<file path="config.mk">
export PLATFORM = sky130hd
export DESIGN_NAME = spi_adc_slave
export DESIGN_NICKNAME = d
export VERILOG_FILES = /design/src/rtl/spi_adc_slave_pkg.sv /design/src/rtl/spi_adc_slave_sync_edge.sv /design/src/rtl/spi_adc_slave.sv
export SDC_FILE = /design/constraint.sdc
export NUM_CORES = 1
export LEC_CHECK = 0
export CAP_MARGIN = 30
export CORE_MARGIN = 1.5
export CORE_UTILIZATION = 45
export DETAILED_ROUTE_END_ITERATION = 7
export GPL_ROUTABILITY_DRIVEN = 0
export PLACE_DENSITY = 0.64
export SLEW_MARGIN = 20
export SYNTH_ARGS = -nofsm -noshare
export SYNTH_HDL_FRONTEND = slang
export SYNTH_SLANG_ARGS = --single-unit
</file>
<file path="constraint.sdc">
create_clock -name clk -period 3.1 [get_ports clk]
set_input_delay 0.62 -clock clk [delete_from_list [all_inputs] [get_ports clk]]
set_output_delay 0.62 -clock clk [all_outputs]
set_load 0.05 [all_outputs]
</file>
<file path="src/rtl/spi_adc_slave_pkg.sv">
// Shared SPI constants for the ADC slave and its master: frame geometry, timing limits, FSM encoding.
package spi_adc_slave_pkg;

  localparam int SPI_DATA_W     = 8;
  localparam int SPI_LEAD_BITS  = 3;
  localparam int SPI_FRAME_BITS = 15;

  // Master side: sclk idles high, half-period must leave room for the 3-clk output path.
  localparam logic SPI_SCLK_IDLE     = 1'b1;
  localparam int   SPI_SCLK_HALF_MIN = 6;
  localparam int   SPI_SDATA_LAT_MAX = 3;

  typedef enum logic [1:0] {
    ST_IDLE = 2'd0,
    ST_LEAD = 2'd1,
    ST_DATA = 2'd2,
    ST_TAIL = 2'd3
  } adc_state_e;

endpackage

</file>
<file path="src/rtl/spi_adc_slave_sync_edge.sv">
// Two-flop synchronizer for an idle-high async input, plus a third stage for rise/fall pulses.
module sync_edge (
  input  logic clk,
  input  logic rst,
  input  logic din,
  output logic rise,
  output logic fall
);

  // stg[0], stg[1] synchronize; stg[2] holds the previous synchronized level.
  logic [2:0] stg;

  always_ff @(posedge clk) begin
    if (rst) begin
      stg <= 3'b111;
    end else begin
      stg <= {stg[1:0], din};
    end
  end

  assign rise = stg[1] & ~stg[2];
  assign fall = ~stg[1] & stg[2];

endmodule

</file>
<file path="src/rtl/spi_adc_slave.sv">
// SPI ADC-style slave: shifts LEAD zeros, a DATA_W word MSB first, then zeros; sdata moves on sclk falls.
module spi_adc_slave
  import spi_adc_slave_pkg::*;
#(
  parameter int DATA_W     = SPI_DATA_W,
  parameter int LEAD_BITS  = SPI_LEAD_BITS,
  parameter int FRAME_BITS = SPI_FRAME_BITS
) (
  input  logic              clk,
  input  logic              rst,
  input  logic              sclk,
  input  logic              cs_n,
  output logic              sdata,
  input  logic [DATA_W-1:0] tx_data,
  input  logic              tx_valid,
  output logic              tx_ready,
  output logic              frame_done,
  output logic              underrun,
  output logic              busy
);

  localparam int            CW        = $clog2(FRAME_BITS + 1);
  localparam logic [CW-1:0] LEAD_END  = CW'(LEAD_BITS);
  localparam logic [CW-1:0] DATA_END  = CW'(LEAD_BITS + DATA_W);
  localparam logic [CW-1:0] FRAME_END = CW'(FRAME_BITS);
  localparam logic [CW-1:0] LAST_RISE = CW'(FRAME_BITS - 1);

  logic sclk_rise, sclk_fall, cs_rise, cs_fall;

  sync_edge u_sync_sclk (
    .clk  (clk),
    .rst  (rst),
    .din  (sclk),
    .rise (sclk_rise),
    .fall (sclk_fall)
  );

  sync_edge u_sync_cs (
    .clk  (clk),
    .rst  (rst),
    .din  (cs_n),
    .rise (cs_rise),
    .fall (cs_fall)
  );

  adc_state_e        state, state_nxt;
  logic [CW-1:0]     fcnt, rcnt;
  logic [DATA_W-1:0] shreg, pend_dat;
  logic              pend_full, cs_low;
  logic              start, shift, drop, done_nxt, sdata_nxt;
  logic              accept;

  assign accept   = tx_valid & ~pend_full;
  assign tx_ready = ~pend_full;
  assign busy     = (state != ST_IDLE);

  always_ff @(posedge clk) begin
    if (rst) begin
      state <= ST_IDLE;
    end else begin
      state <= state_nxt;
    end
  end

  always_comb begin
    state_nxt = state;
    start     = 1'b0;
    shift     = 1'b0;
    drop      = 1'b0;
    done_nxt  = 1'b0;
    sdata_nxt = sdata;
    case (state)
      ST_IDLE: begin
        sdata_nxt = 1'b0;
        if (cs_fall) begin
          state_nxt = ST_LEAD;
          start     = 1'b1;
        end
      end
      default: begin
        if (cs_rise) begin
          // Master released the slave early: abandon the frame and its word.
          state_nxt = ST_IDLE;
          sdata_nxt = 1'b0;
          drop      = 1'b1;
        end else if (state == ST_TAIL && sclk_rise && rcnt == LAST_RISE) begin
          state_nxt = ST_IDLE;
          sdata_nxt = 1'b0;
          done_nxt  = 1'b1;
        end else if (sclk_fall && cs_low) begin
          // fcnt still holds the count before this edge.
          if (state == ST_LEAD) begin
            if (fcnt == LEAD_END) begin
              state_nxt = ST_DATA;
              sdata_nxt = shreg[DATA_W-1];
              shift     = 1'b1;
            end else begin
              sdata_nxt = 1'b0;
            end
          end else if (state == ST_DATA) begin
            if (fcnt == DATA_END) begin
              state_nxt = ST_TAIL;
              sdata_nxt = 1'b0;
            end else begin
              sdata_nxt = shreg[DATA_W-1];
              shift     = 1'b1;
            end
          end else begin
            sdata_nxt = 1'b0;
          end
        end
      end
    endcase
  end

  always_ff @(posedge clk) begin
    if (rst) begin
      fcnt       <= '0;
      rcnt       <= '0;
      shreg      <= '0;
      pend_dat   <= '0;
      pend_full  <= 1'b0;
      cs_low     <= 1'b0;
      sdata      <= 1'b0;
      frame_done <= 1'b0;
      underrun   <= 1'b0;
    end else begin
      sdata      <= sdata_nxt;
      frame_done <= done_nxt;
      underrun   <= start & ~pend_full;

      if (cs_fall) begin
        cs_low <= 1'b1;
      end else if (cs_rise) begin
        cs_low <= 1'b0;
      end

      if (start) begin
        fcnt <= '0;
      end else if (sclk_fall && cs_low && fcnt != FRAME_END) begin
        fcnt <= fcnt + CW'(1);
      end

      if (start) begin
        rcnt <= '0;
      end else if (state != ST_IDLE && sclk_rise && rcnt != FRAME_END) begin
        rcnt <= rcnt + CW'(1);
      end

      if (start) begin
        shreg <= pend_full ? pend_dat : '0;
      end else if (drop) begin
        shreg <= '0;
      end else if (shift) begin
        shreg <= shreg << 1;
      end

      // A word accepted on the start cycle lands in pend, never in this frame.
      if (start && pend_full) begin
        pend_full <= 1'b0;
      end else if (accept) begin
        pend_full <= 1'b1;
        pend_dat  <= tx_data;
      end
    end
  end

endmodule

</file>
==> results.py, run 1 <==
metrics = {
    "global_routing": {
        "grt_pass1_vias": 1312,
        "use_met2_pct": 32.55,
        "grt_antenna_before_repair": 0,
        "grt_busiest_layer": "met2",
        "grt_pass1_wl_um": 5513,
        "grt_start_max_net_pins": 21,
        "met3_usage_pct": 5.282,
        "globalRouteMet1Util_pct": 17.63,
        "grt_use_total_pct": 17.10,
        "grt-ovfl-total": 0,
    },
    "clocking": {
        "htree_num_levels": 2,
        "clkTransAtPathRegs_ps": 60,
        "cts_setup_buffers": 0,
        "cts_buffer_depth": 2,
        "cts_tree": "done",
        "ctsResizeCount": 0,
        "clkSinkCount": 37,
        "cts_root_buf": "clkbuf_8",
        "cts_hold_buf": 0,
        "clock_latency_ps": 280,
        "numCtsBuffers": 5,
    },
    "synth": {
        "yosysTopAreaCell": "dfxtp_1",
        "synth_xor_area_share_pct": 3.156,
        "synth_top_cell_area_share_pct": 44.48,
        "synth.area.mux_share_pct": 6.837,
        "synth-compound-area-share_pct": 19.53,
        "synthSimpleGateAreaFrac_pct": 14.73,
        "avgSynthCellArea_um2": 9.913,
        "syn_inst": 168,
        "ys_seq_elements": 37,
        "syn_nets": 190,
        "ys_types": 37,
        "synth_top_family_by_area": "compound AO/OA/AOI/OAI gates",
        "synth_area_um2": 1665,
        "ys_top_cells_by_area": "dfxtp_1 44%, ha_1 6.8%, mux2i_1 6.0%, nor2_1 4.7%, a22oi_1 3.2%",
        "ys_warn_count": 0,
        "synth_adder_area_share_pct": 6.762,
        "yosysSeqAreaShare_pct": 44.48,
    },
    "hold_path": {
        "hold_depth": 1,
        "min-delay-start": "u_sync_cs.stg[0]",
        "hold_path_end": "u_sync_cs.stg[1]",
        "hold_class": "flop to flop",
    },
    "final_layout": {
        "final_cell_mix": "37 x dfxtp_1, 21 x nor2_1, 17 x clkdlybuf4s50_1",
        "nFillCells": 311,
        "fin_nets": 210,
        "num_antenna_cells": 0,
        "fin_cells": 234,
        "final_common_cell": "dfxtp_1",
        "syn2layout_area_growth_pct": 17.73,
        "final_layout_size_suffix_gt1_share_pct": 11.17,
    },
    "sta": {
        "min_period_over_period_pct": 82.73,
        "finalHoldViolCount": 0,
        "max_freq_mhz": 389.9,
        "fin_tns_setup_ps": 0,
        "final_max_slew_viol_count": 0,
        "fin_skew_ps": 1.878,
        "period_needed_ps": 2565,
        "relSlewSlack_pct": 55.54,
        "setup_viol": 0,
        "holdWs_ps": 409.6,
        "tightest_slew_ps": 662.4,
        "rsz0062_at_grt": "false",
    },
    "power_and_ir_drop": {
        "power_frac_seq_pct": 51.0,
        "combPwrFrac_pct": 17.2,
        "switchingPower_uw": 262.9,
        "power_density_nw_per_um2": 521.1,
        "p_clk_share_pct": 31.8,
        "ir_worst_vdd_mv": 0.3115,
        "power.leakage_uw": 0.0007442,
        "switching_share_pct": 25.73,
        "p_int_uw": 758.8,
    },
    "setup_path": {
        "r2r_slack_ps": 760,
        "r2r_end": "shreg[3]",
        "start_kind": "flop",
        "ff2ff_path_depth": 7,
        "crit_chain": "inv_1, ha_1, inv_1, clkdlybuf4s50_1",
        "worst_setup_path_end_kind": "output pin",
        "cp_data_required_time_ps": 2480,
        "critPathBufInv": 3,
        "path_max_fanout": 7,
        "worstPathArrival_ps": 1940,
        "crit_type": "flop to output pin",
        "rr_startpoint": "state[0]",
        "slowest_stage": "clkdlybuf4s50_1",
        "cp_top_family": "buffers and inverters",
        "cpPeakStageDelay_ps": 790,
        "cpMostUsedCell": "inv_1",
    },
    "place": {
        "dp_hpwl_um": 2366,
        "dp.cells": 227,
        "port_buffers": 17,
    },
    "route": {
        "avgRoutedWirePerCell_um": 13.11,
        "post-route-drc-count": 0,
        "vias": 1249,
        "drt-initial-drc-count": 67,
        "totalWireLength_um": 3068,
        "first_pass_iters": 4,
        "avgViaCountPerCell": 5.338,
        "detail-route-antenna-nets": 0,
    },
    "floorplanning": {
        "die_h_um": 63.84,
        "rows": 21,
        "core_area_um2": 3442,
        "die_area_um2": 4075,
        "io_pins": 18,
        "die_width_um": 63.84,
        "initial_core_util_pct": 48.38,
    },
    "outcome": {
        "status": "complete, no violations",
    },
    "flow_run": {
        "maxCapViolations": 0,
    },
}
[state kept, by name, indices dropped and copies added (netlist names)]
signal,cells
underrun,1
frame_done,1
fcnt,4
rcnt,4
u_sync_cs.stg,3
u_sync_sclk.stg,3
cs_low,1
pend_dat,8
sdata,1
state,2
pend_full,1
shreg,8
[per-stage QoR]
step | total power (uW) | util (%) | worst slack, ps | cell area [um2]
floorplan | 663.9 | - | 1172 | 1665
detailed placement | 707.2 | 54.45 | 783.8 | 1874
CTS | 1035 | 56.96 | 528.8 | 1961
finish | 1022 | 56.96 | 535.3 | 1961
global route | 1075 | 56.96 | 472.5 | 1961
global placement | 697.6 | 54.45 | 907.4 | 1874
[layout make-up]
class | instances | area [um2] | area share [%]
clock buffer | 7 | 86.33 | 4.403
inverter | 9 | 33.78 | 1.723
multi-input combinational | 115 | 849.6 | 43.33
tap | 46 | 57.56 | 2.936
sequential | 37 | 740.7 | 37.78
timing repair buffer | 20 | 192.7 | 9.828
[worst register-to-register path, cell delays in order (launching register included)]
cell      delay (ps)
dfxtp_1          390
inv_1            100
ha_1             290
mux2i_2          270
o21a_4           180
a221oi_4         590
a21oi_1          140
a311oi_1         290
[cell usage after synthesis (all sizes together)]
master,count
nand2b,2
nand3b,3
o211a,1
nor3b,1
mux2i,11
xnor2,3
o311ai,1
o2111a,1
o21a,2
a21oi,10
a31oi,1
a21o,1
o22ai,1
nor2,21
clkbuf,4
xor2,3
nor2b,2
o21bai,1
a221oi,1
buf,3
inv,9
nand4,3
a22oi,7
o21ai,1
or2,6
nor4,3
nand2,7
dfxtp,37
a21boi,1
a211oi,2
a311oi,8
ha,9
nor3,2
[logic make-up after synthesis]
kind of cell / after synthesis
xor gates and xnor gates: 6
buffers and inverters: 16
muxes: 11
DFF: 37
adders and majority gates: 9
and+or+nand+nor: 50
AOI/OAI and AO/OA: 39
[routing by layer]
layer / vias to the layer above / part of all wire (%)
met1: 587 / 43
li1: 637 / -
met3: 4 / 3.0
met2: 21 / 53
met4: 0 / 1.1
met5: - / 0
[worst max path at each step]
stage	from	end	slack [ps]	cells after the start
detailed placement	state[0]	shreg[4]	780	7
global route	state[0]	busy	470	4
CTS	state[0]	busy	530	4
floorplan	state[0]	shreg[1]	1170	8
finish	state[0]	busy	540	4
global placement	state[0]	busy	910	4
[power by group through the flow]
stage          Combinational [uW]  Sequential [uW]  Clock, uW
2_1_floorplan                 136              527          0
3_3_place_gp                  168              530          0
3_5_place_dp                  176              531          0
4_1_cts                       177              521        338
5_1_grt                       195              524        356
6_report                      176              521        325
No activity file was read; power rests on OpenSTA's default activity.
==> inputs of run 2 (changes only) <==
- clock period: 3.1 -> 2.47 ns (I/O delays scaled with it)
==> run 2 against run 1 <==
  * Clock skew is 5.3 ps higher
  * Combinational power is 36% higher
  * Global-route usage is 0.43 points higher
  * Power is 32% higher
  * Sequential power is 26% higher
  * Sequential share of layout area is 0.99 points lower
  * Clock power is 40% higher
  * Clock-buffer cell count stayed put
  * Setup slack worse by 240 ps
  * Highest routed layer unchanged
==> results.py, run 2 (same netlist as run 1, synthesis figures left out) <==
metrics = {
    "route": {
        "post-route-drc-count": 0,
        "drt-initial-drc-count": 53,
        "totalWireLength_um": 3213,
        "first_pass_iters": 4,
        "avgRoutedWirePerCell_um": 13.50,
        "detail-route-antenna-nets": 0,
        "vias": 1288,
        "avgViaCountPerCell": 5.412,
    },
    "clocking": {
        "numCtsBuffers": 5,
        "cts_root_buf": "clkbuf_8",
        "clkSinkCount": 37,
        "clkTransAtPathRegs_ps": 70,
        "cts_tree": "done",
        "cts_buffer_depth": 2,
        "htree_num_levels": 2,
        "clock_latency_ps": 290,
    },
    "power_and_ir_drop": {
        "power.leakage_uw": 0.0007879,
        "p_total_uw": 1351,
        "ir_worst_vdd_mv": 0.3274,
        "power_density_nw_per_um2": 671.0,
    },
    "global_routing": {
        "grt_pass1_vias": 1302,
        "grt_pass1_wl_um": 5561,
        "grt-ovfl-total": 0,
        "grt_use_total_pct": 17.54,
        "grt_antenna_before_repair": 0,
        "grt_start_max_net_pins": 15,
    },
    "setup_path": {
        "path_max_fanout": 13,
        "crit_type": "flop to flop",
        "worstPathArrival_ps": 2380,
        "cpPeakStageDelay_ps": 530,
        "worst_setup_path_end_kind": "flop",
        "crit_chain": "inv_1, ha_1, mux2i_2, o21a_4, a221oi_4, buf_12, buf_4, a311oi_2",
        "start_kind": "flop",
        "cp_data_required_time_ps": 2670,
        "slowest_stage": "mux2i_2",
    },
    "floorplanning": {
        "die_area_um2": 4075,
        "io_pins": 18,
        "die_width_um": 63.84,
        "die_h_um": 63.84,
        "initial_core_util_pct": 48.38,
        "core_area_um2": 3442,
        "rows": 21,
    },
    "sta": {
        "max_freq_mhz": 459.1,
        "setup_slack_ps": 291.9,
        "rsz0062_at_grt": "false",
        "relSlewSlack_pct": 53.59,
        "min_period_over_period_pct": 88.18,
        "final_max_slew_viol_count": 0,
        "finalHoldViolCount": 0,
        "setup_viol": 0,
        "tightest_slew_ps": 691.4,
        "period_needed_ps": 2178,
        "fin_skew_ps": 7.164,
        "fin_tns_setup_ps": 0,
    },
    "final_layout": {
        "final_cell_mix": "37 x dfxtp_1, 21 x nor2_1, 16 x clkdlybuf4s50_1",
        "final_common_cell": "dfxtp_1",
        "syn2layout_area_growth_pct": 20.89,
        "num_antenna_cells": 0,
        "largestRegisters": "pend_dat (8), shreg (8)",
        "final_util_pct": 58.49,
        "final_layout_size_suffix_gt1_share_pct": 13.54,
        "fin_cells": 238,
        "fin_nets": 213,
        "nFillCells": 323,
    },
    "place": {
        "dp_hpwl_um": 2361,
        "pre_cts_ws_ps": 150.4,
        "port_buffers": 17,
        "dp.cells": 228,
    },
    "outcome": {
        "status": "complete, no violations",
    },
    "hold_path": {
        "hold_class": "flop to flop",
    },
    "flow_run": {
        "maxCapViolations": 0,
    },
}
==> run 2: changes by cell type in the layout (fill, tap and decap cells not counted) <==
| cell | previous run | this run |
|---|---|---|
| buf_4 | 3 | 5 |
| clkinv_2 | 0 | 1 |
| clkbuf_1 | 1 | 0 |
| clkbuf_8 | 6 | 7 |
| clkdlybuf4s50_1 | 17 | 16 |
| dlymetal6s2s_1 | 0 | 1 |
| buf_12 | 0 | 1 |
==> run 2: stage by stage <==
step	cell area (um2)	hold WS, ps
CTS	1983	419.0
global placement	1882	392.1
global route	2013	441.3
floorplan	1665	389.5
detailed placement	1882	402.9
finish	2013	413.1
==> run 2: area by class of cell <==
type	count	area [um2]	share of cell area, %
multi-input combinational	115	849.6	42.20
clock inverter	1	5.005	0.2486
clock buffer	7	96.34	4.786
sequential	37	740.7	36.79
timing repair buffer	23	230.2	11.44
inverter	9	33.78	1.678
tap	46	57.56	2.859
==> run 2: timing repair <==
item	in CTS	in global routing
setup buffers	0	2
setup endpoints to repair	0	6
hold buffers	0	0
resized for setup	0	1
==> run 2: report_power, final <==
part	leakage, uW	internal, uW	switching, uW
logic	0.000431	114	126
clock network	0.0000542	252	204
registers	0.000302	633	21.5
total	0.000788	999	352
==> run 2: path summary, 6_finish.rpt <==
kind	endpoint	slack, ps	cells after the start	from
worst max-delay path	shreg[2]	290	8	state[0]
worst min-delay path	u_sync_cs.stg[1]	410	1	u_sync_cs.stg[0]
worst max register to register	shreg[2]	290	8	state[0]
worst min register to register	u_sync_cs.stg[1]	410	1	u_sync_cs.stg[0]
==> run 2: layer usage <==
layer | GRT usage [%] | wire [um] | up-vias | part of all wire [%]
met2 | 30.86 | 1571 | 27 | 49
met4 | 10.05 | 92 | 0 | 2.9
met3 | 3.873 | 116 | 10 | 3.6
li1 | - | - | 647 | -
met5 | 0 | 0 | - | 0
met1 | 19.25 | 1433 | 604 | 45
==> run 2: critical path: cells and delay by family, from the launching register on <==
family | cells | cell delay [ps]
compound gates | 3 | 500
fa+ha+maj | 1 | 300
buf+inv | 3 | 410
flops | 1 | 350
mux | 1 | 530
